==> src/rtl/core_sequencer.sv <==
// core_sequencer: RV32I control decode plus run/halt/step/trap/skip sequencer.
// Define CORE_SEQ_INSTRET_EN to build the retired-instruction counter; otherwise instret is tied to 0.

module core_sequencer #(
  parameter int BOOT_HALTED = 0,
  parameter int INSTRET_W   = 32
) (
  input  logic                 clk,
  input  logic                 reset,
  input  logic [31:0]          Instr,
  input  logic [31:0]          ALUResults,
  input  logic                 dbg_halt_req,
  input  logic                 dbg_run_req,
  input  logic                 dbg_step_req,
  output logic                 regWE,
  output logic                 rs1sel,
  output logic                 rs2sel,
  output logic [1:0]           regsel,
  output logic [1:0]           PCsel,
  output logic [2:0]           ImmSel,
  output logic [3:0]           ALUControl,
  output logic                 we,
  output logic [2:0]           mode,
  output logic                 halted,
  output logic                 trap,
  output logic [1:0]           trap_cause,
  output logic [INSTRET_W-1:0] instret
);

  localparam logic [6:0] OP_LUI    = 7'b0110111;
  localparam logic [6:0] OP_AUIPC  = 7'b0010111;
  localparam logic [6:0] OP_JAL    = 7'b1101111;
  localparam logic [6:0] OP_JALR   = 7'b1100111;
  localparam logic [6:0] OP_BRANCH = 7'b1100011;
  localparam logic [6:0] OP_LOAD   = 7'b0000011;
  localparam logic [6:0] OP_STORE  = 7'b0100011;
  localparam logic [6:0] OP_IMM    = 7'b0010011;
  localparam logic [6:0] OP_REG    = 7'b0110011;
  localparam logic [6:0] OP_FENCE  = 7'b0001111;
  localparam logic [6:0] OP_SYSTEM = 7'b1110011;

  localparam logic [3:0] ALU_ADD   = 4'b0000;
  localparam logic [3:0] ALU_SUB   = 4'b0001;
  localparam logic [3:0] ALU_SLL   = 4'b0010;
  localparam logic [3:0] ALU_SLT   = 4'b0011;
  localparam logic [3:0] ALU_SLTU  = 4'b0100;
  localparam logic [3:0] ALU_XOR   = 4'b0101;
  localparam logic [3:0] ALU_SRL   = 4'b0110;
  localparam logic [3:0] ALU_SRA   = 4'b0111;
  localparam logic [3:0] ALU_OR    = 4'b1000;
  localparam logic [3:0] ALU_AND   = 4'b1001;
  localparam logic [3:0] ALU_PASSB = 4'b1010;

  localparam logic [2:0] IMM_I = 3'b000;
  localparam logic [2:0] IMM_S = 3'b001;
  localparam logic [2:0] IMM_B = 3'b010;
  localparam logic [2:0] IMM_U = 3'b011;
  localparam logic [2:0] IMM_J = 3'b100;

  localparam logic [1:0] PC_PLUS4 = 2'b00;
  localparam logic [1:0] PC_IMM   = 2'b01;
  localparam logic [1:0] PC_ALU   = 2'b10;
  localparam logic [1:0] PC_HOLD  = 2'b11;

  localparam logic [1:0] WB_ALU  = 2'b00;
  localparam logic [1:0] WB_DMEM = 2'b01;
  localparam logic [1:0] WB_PC4  = 2'b10;

  typedef enum logic [2:0] {
    ST_RUN  = 3'd0,
    ST_HALT = 3'd1,
    ST_STEP = 3'd2,
    ST_TRAP = 3'd3,
    ST_SKIP = 3'd4
  } state_t;

  localparam state_t ST_BOOT = (BOOT_HALTED != 0) ? ST_HALT : ST_RUN;

  state_t     r_state;
  logic       r_skip_to_run;
  logic [1:0] r_trap_cause;

  logic [6:0] w_op;
  logic [2:0] w_f3;
  logic [6:0] w_f7;
  logic       w_alu_zero;
  logic [3:0] w_alu_f3;
  logic       w_d_regwe, w_d_rs1sel, w_d_rs2sel, w_d_we;
  logic [1:0] w_d_regsel, w_d_pcsel;
  logic [2:0] w_d_immsel;
  logic [3:0] w_d_alu;
  logic       w_illegal, w_ecall, w_ebreak;
  logic       w_exec, w_trap_now, w_retire;
  logic [1:0] w_cause;

  assign w_op       = Instr[6:0];
  assign w_f3       = Instr[14:12];
  assign w_f7       = Instr[31:25];
  assign w_alu_zero = (ALUResults == 32'd0);

  always_comb begin
    w_alu_f3 = ALU_ADD;
    case (w_f3)
      3'b001:  w_alu_f3 = ALU_SLL;
      3'b010:  w_alu_f3 = ALU_SLT;
      3'b011:  w_alu_f3 = ALU_SLTU;
      3'b100:  w_alu_f3 = ALU_XOR;
      3'b101:  w_alu_f3 = ALU_SRL;
      3'b110:  w_alu_f3 = ALU_OR;
      3'b111:  w_alu_f3 = ALU_AND;
      default: w_alu_f3 = ALU_ADD;
    endcase
  end

  // Raw decode, independent of run state; the output stage decides whether it is applied.
  always_comb begin
    w_d_regwe  = 1'b0;
    w_d_rs1sel = 1'b0;
    w_d_rs2sel = 1'b0;
    w_d_we     = 1'b0;
    w_d_regsel = WB_ALU;
    w_d_pcsel  = PC_PLUS4;
    w_d_immsel = IMM_I;
    w_d_alu    = ALU_ADD;
    w_illegal  = 1'b0;
    w_ecall    = 1'b0;
    w_ebreak   = 1'b0;
    case (w_op)
      OP_LUI: begin
        w_d_regwe  = 1'b1;
        w_d_rs2sel = 1'b1;
        w_d_immsel = IMM_U;
        w_d_alu    = ALU_PASSB;
      end
      OP_AUIPC: begin
        w_d_regwe  = 1'b1;
        w_d_rs1sel = 1'b1;
        w_d_rs2sel = 1'b1;
        w_d_immsel = IMM_U;
      end
      OP_JAL: begin
        w_d_regwe  = 1'b1;
        w_d_immsel = IMM_J;
        w_d_pcsel  = PC_IMM;
        w_d_regsel = WB_PC4;
      end
      OP_JALR: begin
        w_illegal  = (w_f3 != 3'b000);
        w_d_regwe  = 1'b1;
        w_d_rs2sel = 1'b1;
        w_d_pcsel  = PC_ALU;
        w_d_regsel = WB_PC4;
      end
      OP_BRANCH: begin
        w_d_immsel = IMM_B;
        case (w_f3)
          3'b000: begin w_d_alu = ALU_SUB;  w_d_pcsel = w_alu_zero     ? PC_IMM : PC_PLUS4; end
          3'b001: begin w_d_alu = ALU_SUB;  w_d_pcsel = !w_alu_zero    ? PC_IMM : PC_PLUS4; end
          3'b100: begin w_d_alu = ALU_SLT;  w_d_pcsel = ALUResults[0]  ? PC_IMM : PC_PLUS4; end
          3'b101: begin w_d_alu = ALU_SLT;  w_d_pcsel = !ALUResults[0] ? PC_IMM : PC_PLUS4; end
          3'b110: begin w_d_alu = ALU_SLTU; w_d_pcsel = ALUResults[0]  ? PC_IMM : PC_PLUS4; end
          3'b111: begin w_d_alu = ALU_SLTU; w_d_pcsel = !ALUResults[0] ? PC_IMM : PC_PLUS4; end
          default: w_illegal = 1'b1;
        endcase
      end
      OP_LOAD: begin
        w_illegal  = (w_f3 == 3'b011) || (w_f3 == 3'b110) || (w_f3 == 3'b111);
        w_d_regwe  = 1'b1;
        w_d_rs2sel = 1'b1;
        w_d_regsel = WB_DMEM;
      end
      OP_STORE: begin
        w_illegal  = (w_f3 > 3'b010);
        w_d_we     = 1'b1;
        w_d_rs2sel = 1'b1;
        w_d_immsel = IMM_S;
      end
      OP_IMM: begin
        w_d_regwe  = 1'b1;
        w_d_rs2sel = 1'b1;
        w_d_alu    = w_alu_f3;
        if (w_f3 == 3'b001) begin
          w_illegal = (w_f7 != 7'b0000000);
        end else if (w_f3 == 3'b101) begin
          if (w_f7 == 7'b0100000) w_d_alu = ALU_SRA;
          else w_illegal = (w_f7 != 7'b0000000);
        end
      end
      OP_REG: begin
        w_d_regwe = 1'b1;
        w_d_alu   = w_alu_f3;
        if (w_f7 == 7'b0100000) begin
          if (w_f3 == 3'b000)      w_d_alu = ALU_SUB;
          else if (w_f3 == 3'b101) w_d_alu = ALU_SRA;
          else                     w_illegal = 1'b1;
        end else begin
          w_illegal = (w_f7 != 7'b0000000);
        end
      end
      OP_FENCE: w_illegal = (w_f3 != 3'b000);
      OP_SYSTEM: begin
        w_ecall   = (Instr == 32'h0000_0073);
        w_ebreak  = (Instr == 32'h0010_0073);
        w_illegal = !(w_ecall || w_ebreak);
      end
      default: w_illegal = 1'b1;
    endcase
  end

  assign w_exec     = (r_state == ST_RUN) || (r_state == ST_STEP);
  assign w_trap_now = w_exec && (w_illegal || w_ecall || w_ebreak);
  assign w_retire   = w_exec && !w_trap_now;
  assign w_cause    = w_ecall ? 2'b10 : (w_ebreak ? 2'b11 : 2'b01);

  // Reset forces the safe bus combinationally so nothing leaks while reset is held.
  always_comb begin
    regWE      = 1'b0;
    rs1sel     = 1'b0;
    rs2sel     = 1'b0;
    regsel     = WB_ALU;
    PCsel      = PC_HOLD;
    ImmSel     = IMM_I;
    ALUControl = ALU_ADD;
    we         = 1'b0;
    mode       = 3'b000;
    if (reset && w_retire) begin
      regWE      = w_d_regwe;
      rs1sel     = w_d_rs1sel;
      rs2sel     = w_d_rs2sel;
      regsel     = w_d_regsel;
      PCsel      = w_d_pcsel;
      ImmSel     = w_d_immsel;
      ALUControl = w_d_alu;
      we         = w_d_we;
      mode       = w_f3;
    end else if (reset && (r_state == ST_SKIP)) begin
      PCsel = PC_PLUS4;
    end
  end

  assign halted     = (r_state == ST_HALT) || (r_state == ST_TRAP);
  assign trap       = (r_state == ST_TRAP);
  assign trap_cause = r_trap_cause;

  // dbg_*_req are level requests sampled on every rising edge with no acknowledge;
  // the requester watches halted/trap and deasserts once the state has moved.
  always_ff @(posedge clk or negedge reset) begin
    if (!reset) begin
      r_state       <= ST_BOOT;
      r_trap_cause  <= 2'b00;
      r_skip_to_run <= 1'b0;
    end else begin
      case (r_state)
        ST_RUN: begin
          if (w_trap_now) begin
            r_state      <= ST_TRAP;
            r_trap_cause <= w_cause;
          end else if (dbg_halt_req) begin
            r_state <= ST_HALT;
          end
        end
        ST_HALT: begin
          if (dbg_step_req)     r_state <= ST_STEP;
          else if (dbg_run_req) r_state <= ST_RUN;
        end
        ST_STEP: begin
          if (w_trap_now) begin
            r_state      <= ST_TRAP;
            r_trap_cause <= w_cause;
          end else begin
            r_state <= ST_HALT;
          end
        end
        ST_TRAP: begin
          if (dbg_run_req || dbg_step_req) begin
            r_state       <= ST_SKIP;
            r_trap_cause  <= 2'b00;
            r_skip_to_run <= !dbg_step_req;
          end
        end
        ST_SKIP: r_state <= r_skip_to_run ? ST_RUN : ST_HALT;
        default: r_state <= ST_BOOT;
      endcase
    end
  end

`ifdef CORE_SEQ_INSTRET_EN
  logic [INSTRET_W-1:0] r_instret;

  always_ff @(posedge clk or negedge reset) begin
    if (!reset) r_instret <= '0;
    else if (w_retire) r_instret <= r_instret + INSTRET_W'(1);
  end

  assign instret = r_instret;
`else
  assign instret = '0;
`endif

endmodule

==> config.mk <==
export PLATFORM = sky130hd
export DESIGN_NAME = core_sequencer
export DESIGN_NICKNAME = d
export VERILOG_FILES = /design/src/rtl/core_sequencer.sv
export SDC_FILE = /design/constraint.sdc
export NUM_CORES = 1
export LEC_CHECK = 0
export ABC_AREA = 0
export BUFFER_PORTS_ARGS = -buffer_cell sky130_fd_sc_hd__buf_4
export CAP_MARGIN = 10
export CORE_MARGIN = 4
export CORE_UTILIZATION = 34
export DETAILED_ROUTE_END_ITERATION = 16
export PLACE_DENSITY = 0.88
export SLEW_MARGIN = 15
export SYNTH_ARGS = -nofsm -noshare
export SYNTH_HDL_FRONTEND = slang
export SYNTH_SLANG_ARGS = --single-unit
==> constraint.sdc <==
create_clock -name clk -period 2.07 [get_ports clk]
set_input_delay 0.414 -clock clk [delete_from_list [all_inputs] [get_ports clk]]
set_output_delay 0.414 -clock clk [all_outputs]
set_load 0.05 [all_outputs]
==> metrics.txt <==
internal power=between 600 and 700 uW; hold path start=dbg_step_req; CTS max path bufs=2; WL final=between 5000 and 6000 um; layout cells sized above 1=0.535; critical path required time=around 1.7 ns; Initial Util=0.358; Final #Nets=400; R2R cell count=5; Max FO, Critical Path=5; WL/cell=15.7 um; area leader, netlist=buf_4; CTS tree=done; post-synthesis async set-or-reset flop share=1.00; initial antenna violation count=0; max-slew violation count=0; worst hold path depth=2; Fin Hold WS=around 0.43 ns; Syn Std Cell Area=about 0.0013 sq mm; I/O pin count=between 100 and 150; Antenna Nets Post-Route=0; Worst-Skew Late Latency=approximately 0.23 ns; number of global-route vias before repair=2,100; CP Class=primary input to primary output; global-route wire length before repair=about 9400 um; Worst path slowest cell=nor4_4; initial DRC count=roughly 190; status=complete, but fails checks; Pleak=~0.0013 uW; Avg Cell Area, Syn=6.92 sq um; endpoints failing setup=18; Seq/Total Area, Yosys=0.113; RSZ-0062 raised after global routing=yes; Post-synth EDFFs=0; Die Y-Extent=approximately 71 um; reg-to-reg startpoint=r_state[0]; Tmin final=between 2 and 3 ns; DP Area=0.00241 sq mm; critical path startpoint category=primary input; Synth area leaders=buf_4 19%, dfrtp_1 11%, nor4_1 6.1%; Num CTS Buffers=3; worst slack, placed=-0.460 ns; most frequent cell on the critical path=buf_6; FF-to-FF End=trap_cause[1]; post-synth top area share=0.186; Net Switching=around 740 uW; Sw Share=0.529; clock root buffer=clkbuf_8; r2r setup slk=0.60 ns; final period utilization=1.23; fin worst setup slack=-0.473 ns; fmax=just under 400 MHz; RePlAce Congestion=approximately 0.91; crit path DAT=around 2.1 ns; #FFs+latches synth=6; Layout fillers=265; synthesis-to-finish area growth=103%; Logic pwr share=0.711; Max-Cap Viols=0; pwr/cell area=517 mW/mm^2; TritonRoute pass-1 iters=5; worst hold path class=primary input to flop; standard-cell row count=22; largest net degree at the start of global routing=16; violated checks=negative setup slack; H-tree depth=1; Clock transition at path regs=~0.040 ns; hold path endpoint=r_skip_to_run; register share of total power=0.158; crit end category=primary output; vias=1,962; Yosys warnings=0; Clock Skew=0.00145 ns; Final HPWL DP=between 4000 and 5000 um; PortBufs=90; Max IR drop VDD=0.398 mV; Core Box Area=~0.0037 sq mm; CP cell instances=buf_6 -> nand4bb_4 -> a32oi_2 -> a31oi_1 -> a221oi_2 -> nand2_2 -> buf_12 -> nor4_4 -> buf_6; post-route cell area=0.00270 sq mm; Syn Inst Count=approximately 190; vias per std cell=5.20; GRT Total Usage=0.230; clock share of power=0.131; antenna diode count=0; GRT overflow=0; final hold viol count=0; DRC errors left=0; # clock sinks=6; die area=just under 0.005 sq mm; synth unique cells=46; CP max stage delay=approximately 0.3 ns; Die Width=~70 um; Synth Flop Type=dfrtp_1
==> what timing repair did <==
item	in CTS	in global routing
endpoints found under the setup margin	18	18
resized for setup	32	1
pin swaps	7	5
cloned	1	0
hold buffers	1	0
buffers inserted	3	9
hold endpoints to repair	6	0
==> cell type report <==
cell class | count | area (sq um) | area share
clock buffer | 3 | 41.3 | 0.0153
inverter | 7 | 26.3 | 0.00972
multi-input combinational | 168 | 1170 | 0.432
sequential | 6 | 150 | 0.0555
tap | 48 | 60.1 | 0.0222
timing repair buffer | 145 | 1260 | 0.466
==> how the worst max path moves through the flow <==
stage	start	end	slack, ns
final	Instr[2]	rs1sel	-0.47
after detailed placement	Instr[2]	ImmSel[2]	-0.46
after floorplan	Instr[2]	regsel[0]	-0.50
after CTS	Instr[2]	regWE	-0.39
after global routing	Instr[2]	rs1sel	-0.59
after global placement	Instr[2]	PCsel[0]	-0.38
==> synthesized netlist by cell type, drive strengths merged (2+ instances only) <==
cell and count:
nor4 15, dfrtp 6, inv 7, nand2 16
a31oi 4, clkbuf 4, nand4 5, o21ai 9
and3 5, a221oi 3, buf 38, nor3 10
and2 4, a32oi 2, nor2 17, nor2b 3
a22oi 2, nand3 5, o22ai 2, a21oi 16
a211oi 2, o31ai 2
==> layer usage <==
metal | vias to the layer above | wire length [um] | global-route usage
li1 | 929 | - | -
met1 | 902 | 2070 | 0.248
met2 | 116 | 3260 | 0.441
met3 | 15 | 452 | 0.0331
met4 | 0 | 135 | 0.0915
met5 | - | 0 | 0
==> placed cells by master (no fill, tap or decap), types with 4 or more instances in the layout <==
cell	count
nand4_1	5
buf_4	114
conb_1	32
nor4_1	11
buf_12	5
nand2_1	15
nor3_4	6
o21ai_0	6
nor4_4	4
inv_1	7
a21oi_1	15
buf_6	22
dfrtp_1	6
nand3_1	5
nor2_1	15
==> logic make-up after synthesis <==
logic type,after synthesis,synth area share
flip-flops,6,0.113
XOR/XNOR,1,0.00659
AND/OR/NAND/NOR,86,0.381
other,1,0.00282
AO/OA/AOI/OAI,49,0.251
buffers and inverters,49,0.245
==> power groups by stage <==
| stage | clock network [uW] | logic, uW | registers [uW] |
|---|---|---|---|
| after global placement | 0 | 918 | 218 |
| after floorplan | 0 | 615 | 244 |
| final | 183 | 993 | 221 |
| after CTS | 183 | 971 | 217 |
| after detailed placement | 0 | 944 | 219 |
| after global routing | 192 | 1060 | 231 |
==> stage by stage <==
step	setup TNS (ns)	power, uW	utilization	instances
floorplan	-5.67	859	-	223
global placement	-5.53	1140	0.650	362
detailed placement	-6.67	1160	0.650	362
CTS	-5.59	1370	0.712	370
global route	-9.08	1490	0.728	377
finish	-7.51	1400	0.728	377
==> sequential cells by signal, summed over array words and instances (netlist names) <==
register / count
r_skip_to_run: 1
r_state: 3
trap_cause: 2
==> critical path, delay by kind of cell <==
| kind | cells | cell delay [ns] |
|---|---|---|
| AOI/OAI and AO/OA | 3 | 0.57 |
| buffers and inverters | 3 | 0.47 |
| and+or+nand+nor | 3 | 0.68 |
No activity file was read; power rests on OpenSTA's default activity.
